**src/rtl/pipeline_ctrl_if.sv**
```systemverilog
// Hazard/control bundle between the pipeline datapath and the stall/flush
// sequencer. The datapath side uses the master modport; the sequencer
// uses the slave modport.
interface pipeline_ctrl_if #(
  parameter int CNT_W = 16
);
  // hazard sources reported by the datapath
  logic             ihit;
  logic             dhit;
  logic             mem_dREN;
  logic             mem_dWEN;
  logic             mem_halt;
  logic             br_taken;
  logic             de_jump;
  logic             ex_MemtoReg;
  logic [4:0]       ex_wsel;
  logic [4:0]       de_rs;
  logic [4:0]       de_rt;

  // latch controls returned by the sequencer
  logic             pc_en;
  logic             fl_en;
  logic             fl_flush;
  logic             dl_en;
  logic             dl_flush;
  logic             el_en;
  logic             el_flush;
  logic             ml_en;
  logic             ml_flush;
  logic             ifetch_hold;
  logic             halted;
  logic [CNT_W-1:0] stall_cnt;

  modport master (
    output ihit, dhit, mem_dREN, mem_dWEN, mem_halt, br_taken, de_jump,
           ex_MemtoReg, ex_wsel, de_rs, de_rt,
    input  pc_en, fl_en, fl_flush, dl_en, dl_flush, el_en, el_flush,
           ml_en, ml_flush, ifetch_hold, halted, stall_cnt
  );

  modport slave (
    input  ihit, dhit, mem_dREN, mem_dWEN, mem_halt, br_taken, de_jump,
           ex_MemtoReg, ex_wsel, de_rs, de_rt,
    output pc_en, fl_en, fl_flush, dl_en, dl_flush, el_en, el_flush,
           ml_en, ml_flush, ifetch_hold, halted, stall_cnt
  );
endinterface

```
**src/rtl/pipeline_ctrl.sv**
```systemverilog
// Central stall/flush sequencer for the 5-stage pipeline. Folds I-miss,
// D-miss, load-use, jump, taken-branch and halt into one decision per cycle,
// holds the pipe while a data miss is serviced, and keeps a saturating count
// of cycles in which the pipe did not advance.
module pipeline_ctrl #(
  parameter int CNT_W = 16
) (
  input logic            CLK,
  input logic            nRST,
  pipeline_ctrl_if.slave bus
);

  typedef enum logic [1:0] {RUN, DWAIT, HALT} state_t;

  state_t           state;
  logic [CNT_W-1:0] cnt_q;
  logic             mreq;
  logic             adv;
  logic             lu;
  logic             dmiss;
  logic             count_stall;

  assign mreq  = bus.mem_dREN | bus.mem_dWEN;
  assign adv   = bus.ihit & (~mreq | bus.dhit);
  assign dmiss = mreq & ~bus.dhit;
  assign lu    = bus.ex_MemtoReg & (bus.ex_wsel != 5'd0) &
                 ((bus.ex_wsel == bus.de_rs) | (bus.ex_wsel == bus.de_rt));

  assign bus.stall_cnt = cnt_q;

  // Per-cycle latch decision; halt beats a data miss, which beats the
  // advance-time hazards, and a taken branch discards the younger hazards.
  always_comb begin
    bus.pc_en       = 1'b0;
    bus.fl_en       = 1'b0;
    bus.fl_flush    = 1'b0;
    bus.dl_en       = 1'b0;
    bus.dl_flush    = 1'b0;
    bus.el_en       = 1'b0;
    bus.el_flush    = 1'b0;
    bus.ml_en       = 1'b0;
    bus.ml_flush    = 1'b0;
    bus.ifetch_hold = 1'b0;
    bus.halted      = 1'b0;
    count_stall     = 1'b0;
    if (nRST) begin
      case (state)
        RUN: begin
          count_stall = ~adv | lu;
          if (!bus.mem_halt && !dmiss && adv) begin
            bus.pc_en = 1'b1;
            bus.fl_en = 1'b1;
            bus.dl_en = 1'b1;
            bus.el_en = 1'b1;
            bus.ml_en = 1'b1;
            if (bus.br_taken) begin
              bus.fl_flush = 1'b1;
              bus.dl_flush = 1'b1;
              bus.el_flush = 1'b1;
            end else if (lu) begin
              bus.pc_en    = 1'b0;
              bus.fl_en    = 1'b0;
              bus.dl_flush = 1'b1;
            end else if (bus.de_jump) begin
              bus.fl_flush = 1'b1;
            end
          end
        end
        DWAIT: begin
          bus.ifetch_hold = 1'b1;
          count_stall     = 1'b1;
        end
        HALT: begin
          bus.ifetch_hold = 1'b1;
          bus.halted      = 1'b1;
        end
        default: begin
          bus.ifetch_hold = 1'b0;
        end
      endcase
    end
  end

  // Sequencer state plus the saturating perf counter; DWAIT never advances
  // the pipe so each of its cycles is counted.
  always_ff @(posedge CLK or negedge nRST) begin
    if (!nRST) begin
      state <= RUN;
      cnt_q <= '0;
    end else begin
      if (count_stall && (cnt_q != {CNT_W{1'b1}})) begin
        cnt_q <= cnt_q + CNT_W'(1);
      end
      case (state)
        RUN: begin
          if (bus.mem_halt) begin
            state <= HALT;
          end else if (dmiss) begin
            state <= DWAIT;
          end
        end
        DWAIT: begin
          if (bus.dhit) begin
            state <= RUN;
          end
        end
        HALT: begin
          state <= HALT;
        end
        default: begin
          state <= RUN;
        end
      endcase
    end
  end

endmodule

```
**src/flat_wrapper.sv**
```systemverilog
// flat-port wrapper written by rule: the top's interface ports become plain ports
module pipeline_ctrl_flat 
#(
  parameter int CNT_W = 16
)
  (CLK, nRST, bus_ihit, bus_dhit, bus_mem_dREN, bus_mem_dWEN, bus_mem_halt, bus_br_taken, bus_de_jump, bus_ex_MemtoReg, bus_ex_wsel, bus_de_rs, bus_de_rt, bus_pc_en, bus_fl_en, bus_fl_flush, bus_dl_en, bus_dl_flush, bus_el_en, bus_el_flush, bus_ml_en, bus_ml_flush, bus_ifetch_hold, bus_halted, bus_stall_cnt);
  pipeline_ctrl_if #(.CNT_W(CNT_W)) bus_i ();
  input logic CLK;
  input logic nRST;
  input wire logic [$bits(bus_i.ihit)-1:0] bus_ihit;
  input wire logic [$bits(bus_i.dhit)-1:0] bus_dhit;
  input wire logic [$bits(bus_i.mem_dREN)-1:0] bus_mem_dREN;
  input wire logic [$bits(bus_i.mem_dWEN)-1:0] bus_mem_dWEN;
  input wire logic [$bits(bus_i.mem_halt)-1:0] bus_mem_halt;
  input wire logic [$bits(bus_i.br_taken)-1:0] bus_br_taken;
  input wire logic [$bits(bus_i.de_jump)-1:0] bus_de_jump;
  input wire logic [$bits(bus_i.ex_MemtoReg)-1:0] bus_ex_MemtoReg;
  input wire logic [$bits(bus_i.ex_wsel)-1:0] bus_ex_wsel;
  input wire logic [$bits(bus_i.de_rs)-1:0] bus_de_rs;
  input wire logic [$bits(bus_i.de_rt)-1:0] bus_de_rt;
  output wire logic [$bits(bus_i.pc_en)-1:0] bus_pc_en;
  output wire logic [$bits(bus_i.fl_en)-1:0] bus_fl_en;
  output wire logic [$bits(bus_i.fl_flush)-1:0] bus_fl_flush;
  output wire logic [$bits(bus_i.dl_en)-1:0] bus_dl_en;
  output wire logic [$bits(bus_i.dl_flush)-1:0] bus_dl_flush;
  output wire logic [$bits(bus_i.el_en)-1:0] bus_el_en;
  output wire logic [$bits(bus_i.el_flush)-1:0] bus_el_flush;
  output wire logic [$bits(bus_i.ml_en)-1:0] bus_ml_en;
  output wire logic [$bits(bus_i.ml_flush)-1:0] bus_ml_flush;
  output wire logic [$bits(bus_i.ifetch_hold)-1:0] bus_ifetch_hold;
  output wire logic [$bits(bus_i.halted)-1:0] bus_halted;
  output wire logic [$bits(bus_i.stall_cnt)-1:0] bus_stall_cnt;
  assign bus_i.ihit = bus_ihit;
  assign bus_i.dhit = bus_dhit;
  assign bus_i.mem_dREN = bus_mem_dREN;
  assign bus_i.mem_dWEN = bus_mem_dWEN;
  assign bus_i.mem_halt = bus_mem_halt;
  assign bus_i.br_taken = bus_br_taken;
  assign bus_i.de_jump = bus_de_jump;
  assign bus_i.ex_MemtoReg = bus_ex_MemtoReg;
  assign bus_i.ex_wsel = bus_ex_wsel;
  assign bus_i.de_rs = bus_de_rs;
  assign bus_i.de_rt = bus_de_rt;
  assign bus_pc_en = bus_i.pc_en;
  assign bus_fl_en = bus_i.fl_en;
  assign bus_fl_flush = bus_i.fl_flush;
  assign bus_dl_en = bus_i.dl_en;
  assign bus_dl_flush = bus_i.dl_flush;
  assign bus_el_en = bus_i.el_en;
  assign bus_el_flush = bus_i.el_flush;
  assign bus_ml_en = bus_i.ml_en;
  assign bus_ml_flush = bus_i.ml_flush;
  assign bus_ifetch_hold = bus_i.ifetch_hold;
  assign bus_halted = bus_i.halted;
  assign bus_stall_cnt = bus_i.stall_cnt;
  pipeline_ctrl #(.CNT_W(CNT_W)) u_core (.CLK(CLK), .nRST(nRST), .bus(bus_i));
endmodule
```
**config.mk**
```make
export PLATFORM = sky130hd
export DESIGN_NAME = pipeline_ctrl_flat
export DESIGN_NICKNAME = d
export VERILOG_FILES = /design/src/rtl/pipeline_ctrl_if.sv /design/src/rtl/pipeline_ctrl.sv /design/src/flat_wrapper.sv
export SDC_FILE = /design/constraint.sdc
export NUM_CORES = 1
export LEC_CHECK = 0
export ABC_CLOCK_PERIOD_IN_PS = 3200
export BUFFER_PORTS_ARGS = -buffer_cell sky130_fd_sc_hd__buf_2
export CAP_MARGIN = 20
export CORE_AREA = 4 4 45 67
export CTS_CLUSTER_DIAMETER = 120
export DETAILED_ROUTE_END_ITERATION = 10
export DIE_AREA = 0 0 49 71
export HOLD_SLACK_MARGIN = 0.02
export PLACE_DENSITY = 0.78
export SYNTH_ARGS = -nofsm -noshare
export SYNTH_HDL_FRONTEND = slang
export SYNTH_SLANG_ARGS = --single-unit
```
**constraint.sdc**
```tcl
create_clock -name CLK -period 3.2 [get_ports CLK]
set_input_delay 0.16 -clock CLK [delete_from_list [all_inputs] [get_ports CLK]]
set_output_delay 0.16 -clock CLK [all_outputs]
set_load 0.01 [all_outputs]
```
**Word-level counts from Yosys, hierarchy flattened**

Index checks and enable logic that the tools add are counted.
Widths: inputs -> output; s select.

- Input port bits: 25
- Register bits: 18
- Output and inout bits: 27
- Word-level logic and storage cells: 63

- Bitwise logic cells: 11
- Multiplexer cells: 33
- Reduce and logical (&&, ||, !) cells: 9
- Add/subtract/negate cells: 1
- Eq/ne operators: 7

Operators with widths:

| cell | number |
|---|---|
| $mux 1 | 28 |
| $add 16x1->16 const B | 1 |
| $ne 16x16->1 const B | 1 |
| $eq 5x5->1 | 2 |
| $mux 2 | 3 |
| $pmux 2 s3 | 1 |
| $reduce_bool 5->1 | 1 |
| $and 1x1->1 | 4 |
| $or 1x1->1 | 4 |
| $logic_and 1x1->1 | 3 |
| $ne 3x2->1 const B | 1 |
| $not 1->1 | 3 |
| $eq 2x1->1 const B | 1 |
| $eq 2x2->1 const B | 1 |
| $logic_not 1->1 | 2 |
| $logic_not 2->1 | 1 |
| $ne 2x2->1 const B | 1 |
| $pmux 1 s2 | 1 |
| $reduce_and 2->1 | 1 |
| $reduce_or 2->1 | 1 |

**Logic depth before layout (Yosys ltp)**

Gate-level depths: netlist of the first run.

- Depth after elaboration: 9
- Mapped depth: 7

**Worst setup path before layout of the first run**

Ideal clock, no wire load.

- Path type: register to register
- Start: register u_core.cnt_q[0], in the netlist u_core.bus.stall_cnt[0]
- End: register u_core.cnt_q[1], in the netlist u_core.bus.stall_cnt[1]
- Period minus slack after synthesis: 1.824 ns
- Cell stages (with the launch flop): 7
- Arrival time: 1.699 ns
- Slack: 1.376 ns
- Library setup time: 0.125 ns
- Path through: dfrtp_1 -> ha_1 -> nand4_1 -> or4_1 -> o211ai_2 -> o31ai_4 -> mux2_4

- Word-level cells in the longest chain between the ends: 2
- Elaborated cells on any way between the ends: 3

RTL lines:

| what | RTL line | RTL |
|---|---|---|
| from (decl) | pipeline_ctrl.sv:16 | `logic [CNT_W-1:0] cnt_q;` |
| from (signal assigned) | pipeline_ctrl.sv:92 | `cnt_q <= cnt_q + CNT_W'(1);` |
| branches (longest 2 deep; another with $add 16x1->16) | -- |  |

Several ways; the timed one is not identified.
A chain may end at the register's enable or synchronous reset.

**Worst setup path after layout of the first run**

- Start: register u_core.state[0]
- End: output bus_dl_flush

- Word-level cells in the longest chain between the ends: 3

RTL lines:

| what | RTL line | RTL |
|---|---|---|
| from (decl) | pipeline_ctrl.sv:15 | `state_t state;` |
| from (signal assigned) | pipeline_ctrl.sv:88 | `state <= RUN;` |
| from (signal assigned) | pipeline_ctrl.sv:97 | `state <= HALT;` |
| from (signal assigned) | pipeline_ctrl.sv:99 | `state <= DWAIT;` |
| $logic_not 2->1 | pipeline_ctrl.sv:47 | `case (state)` |
| $mux 1 | pipeline_ctrl.sv:47 |  |
| $mux 1 | pipeline_ctrl.sv:46 | `if (nRST) begin` |
| to (decl) | flat_wrapper.sv:25 | `output wire logic [$bits(bus_i.dl_flush)-1:0] bus_dl_flush;` |

No other way between the ends.

==> results.toml, run 1 <==
[setup_path]
max_stage_delay_ns = 0.41
path_class = "register to primary output"
crit_slowest_cell = "dfrtp_1"
arrival_ns = 1.91
end_kind = "primary output"
crit_path_frequent_cell = "nand2b_1"
crit_fanout = 5
cp_data_required_time_ns = 3.04
crit_chain = "inv_1 > ha_1 > nand2b_1 > nand2b_1 > nor2_1 > a21boi_0 > buf_2"
start_kind = "register"

[global_route]
grt_antenna_before_repair = 0
grt_use_total_pct = 16.6
grt-ovfl-total = 0
grt_max_degree = 25
grt_pass1_vias = 1123
grt_pass1_wl_mm = 4.73

[cts]
post_cts_buffers = 0
insertion_delay_ns = 0.30
cts_root_buffer = "clkbuf_4"
htreeDepth = 1
cts_buffers = 3
cts_tree = "built"
clock-sinks = 18
ctsResizeCount = 0
clk_path_buf_depth = 2
cts_hold_buf = 1
clk_pin_slew_worst_paths_ns = 0.10

[power]
power-per-cell-area_mw_per_mm2 = 279
irDropWorstVdd_uv = 246
p_leak_nw = 0.767
p_total_w = 0.000414

[timing]
finalHoldViolCount = 0
drv_slew = 0
slew_headroom_pct = 61.4
min_period_ns = 2.07
fin_crit_sh_pct = 64.8
tightest_slew_ns = 0.578
rsz0062_at_grt = "no"
fmax_ghz = 0.482
setup-violations-final = 0
setup_tns_ns = 0
finClkSkew_ns = 0.00197

[placed_design]
dp_hpwl_mm = 2.20
dp_cells = 190
place.gp.congestion = 0.897
numPortBuffers = 50

[synth]
synthesis.nets = 149
synthTopCellsByArea = "dfrtp_1, xnor2_1, xor2_1, nand4_1, ha_1"
ys_types = 34
synth_common_cells = "dfrtp_1, xnor2_1, xor2_1"
synth_edf_count = 0
yosys_warnings = 0
synthArstFlopShare_pct = 100
yosysTopAreaCell = "dfrtp_1"
synth.top_cell.area_share_pct = 37.9
yosysSeqAreaShare_pct = 37.9
avgSynthCellArea_um2 = 9.89
ys_seq_elements = 18
mappedNetlistArea_mm2 = 0.00119
synth_cells = 120
synthFlopType = "dfrtp_1"
synth.most_common_cell = "dfrtp_1"

[detailed_routing]
wirelength_mm = 2.71
vias = 1075
first_pass_iters = 4
drc = 0
viasPerCell = 5.51
antenna_left = 0
wire_per_inst_um = 13.9
drt_iter0_markers = 21

[die]
rows = 22
io_pins = 52
die_width_um = 49
initial_core_util_pct = 49.0
die-height_um = 71
core_mm2 = 0.00242
die_area_mm2 = 0.00348

[run_status]
outcome = "complete, no violations"

[flow_run]
maxCapViolCount = 0

[final_layout]
fin_cells = 195
drive_above_1_share_pct = 36.3
nNetsFinal = 201
antennaDiodeCount = 0
area_growth_pct = 25.0

[hold_path]
hold_path.class = "input port to register"
## final timing paths
path                                         start                       to  slack (ns)  cells past startpoint
min in group asynchronous                     nRST  u_core.bus.stall_cnt[4]        0.35                      2
hold / removal                        bus_mem_halt          u_core.state[0]        0.18                      3
hold reg to reg            u_core.bus.stall_cnt[6]  u_core.bus.stall_cnt[6]        0.51                      1
setup reg to reg           u_core.bus.stall_cnt[7]  u_core.bus.stall_cnt[5]        1.28                      6
setup / recovery                   u_core.state[0]             bus_dl_flush        1.13                      7
max in group asynchronous                     nRST  u_core.bus.stall_cnt[1]        2.53                      2
## metal layers
layer  global-route usage, %  up-vias  wire length [µm]
met4                    8.38        0                72
met3                    4.63       11               236
li1                        -      520                 -
met5                       0        -                 0
met1                    18.4      491              1090
met2                    28.5       53              1310
## flip-flops by register name, summed over array words and instances (netlist names)
| register | count |
|---|---|
| u_core.bus.stall_cnt | 16 |
| u_core.state | 2 |
## report_power, final
part	internal (W)	leakage [nW]	switching, W
registers	0.000227	0.246	0
logic	0.0000219	0.499	0.0000254
clock network	0.0000694	0.0210	0.0000700
total	0.000319	0.767	0.0000955
## cell type report
cell class                 count  area (µm²)
fill                         227         938
multi-input combinational     94         692
sequential                    18         450
timing repair buffer          51         260
clock buffer                   4        36.3
tap                           24        30.0
inverter                       4        15.0
## cell usage in the layout, fill, tap and decap left out
master	count
or4_1	2
nor2b_1	1
o211ai_2	1
o31ai_4	1
dlygate4sd3_1	1
nand3_1	3
inv_1	4
and3b_1	1
nand4_2	1
ha_1	4
o2111ai_2	1
nor2_1	5
conb_1	1
and3_4	1
nand2b_1	3
mux2_4	1
dfrtp_1	18
nor3b_1	1
o21bai_1	1
a21boi_0	2
a22oi_2	1
a21oi_1	3
clkbuf_4	3
nand4_1	9
a31oi_1	1
o21a_1	1
clkbuf_8	1
and3_1	5
xor2_1	11
or2_2	1
xnor2_1	14
buf_2	50
nor3_1	5
o21ai_1	1
o21ai_0	3
nand2_1	7
and2_1	2
## worst max-delay path: cells and delay by family (launching register included)
family	cells	cell delay [ns]
AND/OR/NAND/NOR	3	0.52
flip-flops	1	0.41
buffers and inverters	2	0.24
adder cells (fa/ha/maj)	1	0.23
AO/OA/AOI/OAI	1	0.21
## kinds of logic (layout without fill, tap and decap cells)
group | count (synthesis) | after routing | share of synthesized area [%]
AOI/OAI and AO/OA | 16 | 16 | 11.2
and+or+nand+nor | 47 | 47 | 22.9
xor gates and xnor gates | 25 | 25 | 18.4
DFF | 18 | 18 | 37.9
muxes | 1 | 1 | 1.26
other | 1 | 1 | 0.316
adders and majority gates | 4 | 4 | 4.22
buffers and inverters | 8 | 59 | 3.79
## through the flow
step	util, %	instance area [µm²]	hold WS (ns)	worst slack (ns)
after floorplan	-	1190	-0.136	1.38
after global placement	59.3	1440	0.143	1.33
after detailed placement	59.3	1440	0.148	1.29
after CTS	61.3	1480	0.183	1.11
after global routing	61.3	1480	0.185	0.874
final	61.3	1480	0.179	1.13
Power figures use the tool's default switching activity.
==> inputs of run 2 (changes only) <==
- ABC_CLOCK_PERIOD_IN_PS: 3200 -> 1690
- CORE_AREA: 4 4 45 67 -> 4 4 49 73
- DIE_AREA: 0 0 49 71 -> 0 0 53 77
- PLACE_DENSITY: 0.78 -> 0.69
- clock period: 3.2 -> 1.69 ns (I/O delays scaled with it)
==> results.toml, run 2 (synthesis results as in run 1) <==
[power]
seq_power_share_pct = 50.6
clockPowerShare_pct = 37.3
p_sw_w = 0.000205
irDropWorstVdd_uv = 513
pwr-share-comb_pct = 12.0
p_int_w = 0.000646
power.share.switching_pct = 24.1
power-per-cell-area_mw_per_mm2 = 427
p_leak_nw = 1.07

[setup_path]
end_kind = "register"
crit_fanout = 5
path_class = "register to register"
r2r_start = "u_core.bus.stall_cnt[1]"
startpoint = "u_core.bus.stall_cnt[1]"
arrival_ns = 2.00
start_kind = "register"
cp_data_required_time_ns = 1.84
r2r_setup_slack_ns = -0.17

[detailed_routing]
wirelength_mm = 3.63
antenna_left = 0
highest-signal-layer = "met4"
drt_iter0_markers = 34
wire_per_inst_um = 14.0
drc = 0
first_pass_iters = 4
drt-met1-wl_mm = 1.24
wl_met2_mm = 2.00
viasPerCell = 4.95
route.met3.wl_um = 328
vias = 1281

[global_route]
grt_pass1_wl_mm = 5.46
grt_use_total_pct = 17.6
grt_max_degree = 18
grt-ovfl-total = 0
grt_pass1_vias = 1313
grt_antenna_before_repair = 0

[die]
initial_core_util_pct = 40.8
die_width_um = 53
core_mm2 = 0.00291
die-height_um = 77
rows = 24
die_area_mm2 = 0.00408
io_pins = 52

[timing]
drv_slew = 0
whs_ns = 0.199
min_period_ns = 1.86
rsz0062_at_grt = "yes"
setup_tns_ns = -0.980
fmax_ghz = 0.538
fin_crit_sh_pct = 110
finClkSkew_ns = 0.000976
setup-violations-final = 9
setup_ws_ns = -0.167
finalHoldViolCount = 0

[final_layout]
nNetsFinal = 250
layout_common_cells = "buf_2, buf_4, dfrtp_1"
layout_commonest_cell = "buf_2"
fillers = 243
area_growth_pct = 67.8
final_cell_area_mm2 = 0.00199
antennaDiodeCount = 0
drive_above_1_share_pct = 59.5
largest_reg_flops = 16

[cts]
clk_path_buf_depth = 2
clk_pin_slew_worst_paths_ns = 0.07
insertion_delay_ns = 0.26
cts_tree = "built"
htreeDepth = 1
cts_root_buffer = "clkbuf_8"
clock-sinks = 18
cts_buffers = 3

[placed_design]
place.gp.congestion = 0.805
dp_hpwl_mm = 2.67
placed_area_mm2 = 0.00173
numPortBuffers = 50

[hold_path]
hp-start = "bus_dhit"
hold_path.class = "input port to register"

[run_status]
outcome = "complete, but fails checks"
violations = "setup timing"

[flow_run]
maxCapViolCount = 0
[run 2: cell types whose count changed in the layout (fill, tap and decap cells not counted), sizes merged]
cell / change
buf: +49
[run 2: metrics by stage]
| stage | instances | setup slack (ns) | utilization (%) | total power, W |
|---|---|---|---|---|
| after detailed placement | 240 | -0.160 | 59.3 | 0.000535 |
| final | 259 | -0.167 | 68.4 | 0.000850 |
| after CTS | 253 | -0.134 | 65.2 | 0.000853 |
| after global placement | 240 | -0.0887 | 59.3 | 0.000532 |
| after global routing | 259 | -0.226 | 68.4 | 0.000880 |
| after floorplan | 120 | -0.133 | - | 0.000476 |
[run 2: repair_timing]
item                                   4_1_cts  5_1_grt
resized for setup                           14       15
pin swaps                                    3       16
setup endpoints to repair                   20       23
setup buffers                                8        6
endpoints found under the hold margin       18        0
hold buffers                                 1        0
[run 2: per-layer routing]
metal	global-route usage, %	up-vias
met1	18.2	604
li1	-	618
met2	33.3	54
met5	0	-
met4	6.91	0
met3	2.52	5
[run 2: final cells by class]
cell class	count	area [µm²]	share of cell area (%)
flip-flops and latches	18	452	22.7
well taps	39	48.8	2.45
inverters	4	15.0	0.754
repair buffers	100	643	32.3
multi-input cells	94	788	39.6
clock buffers	4	45.0	2.26
[run 2: power groups by stage]
| stage | registers, W | logic [W] | clock network, W |
|---|---|---|---|
| after floorplan | 0.000439 | 0.0000374 | 0 |
| after global placement | 0.000439 | 0.0000933 | 0 |
| after detailed placement | 0.000439 | 0.0000957 | 0 |
| after CTS | 0.000431 | 0.000102 | 0.000321 |
| after global routing | 0.000430 | 0.000112 | 0.000338 |
| final | 0.000431 | 0.000102 | 0.000317 |
[run 2: worst paths after layout]
check,endpoint,depth (start not counted)
min in group asynchronous,u_core.bus.stall_cnt[7],3
hold / removal,u_core.state[0],3
setup reg to reg,u_core.bus.stall_cnt[1],7
setup / recovery,u_core.bus.stall_cnt[1],7
hold reg to reg,u_core.bus.stall_cnt[5],2
max in group asynchronous,u_core.state[0],4
[run 2: critical path: stages (launching register included)]
cell and delay (ns):
dfrtp_1 0.37, ha_2 0.19, nand4_1 0.11, or4_4 0.43, o211ai_2 0.10, o31ai_4 0.12
buf_6 0.15, mux2_4 0.29
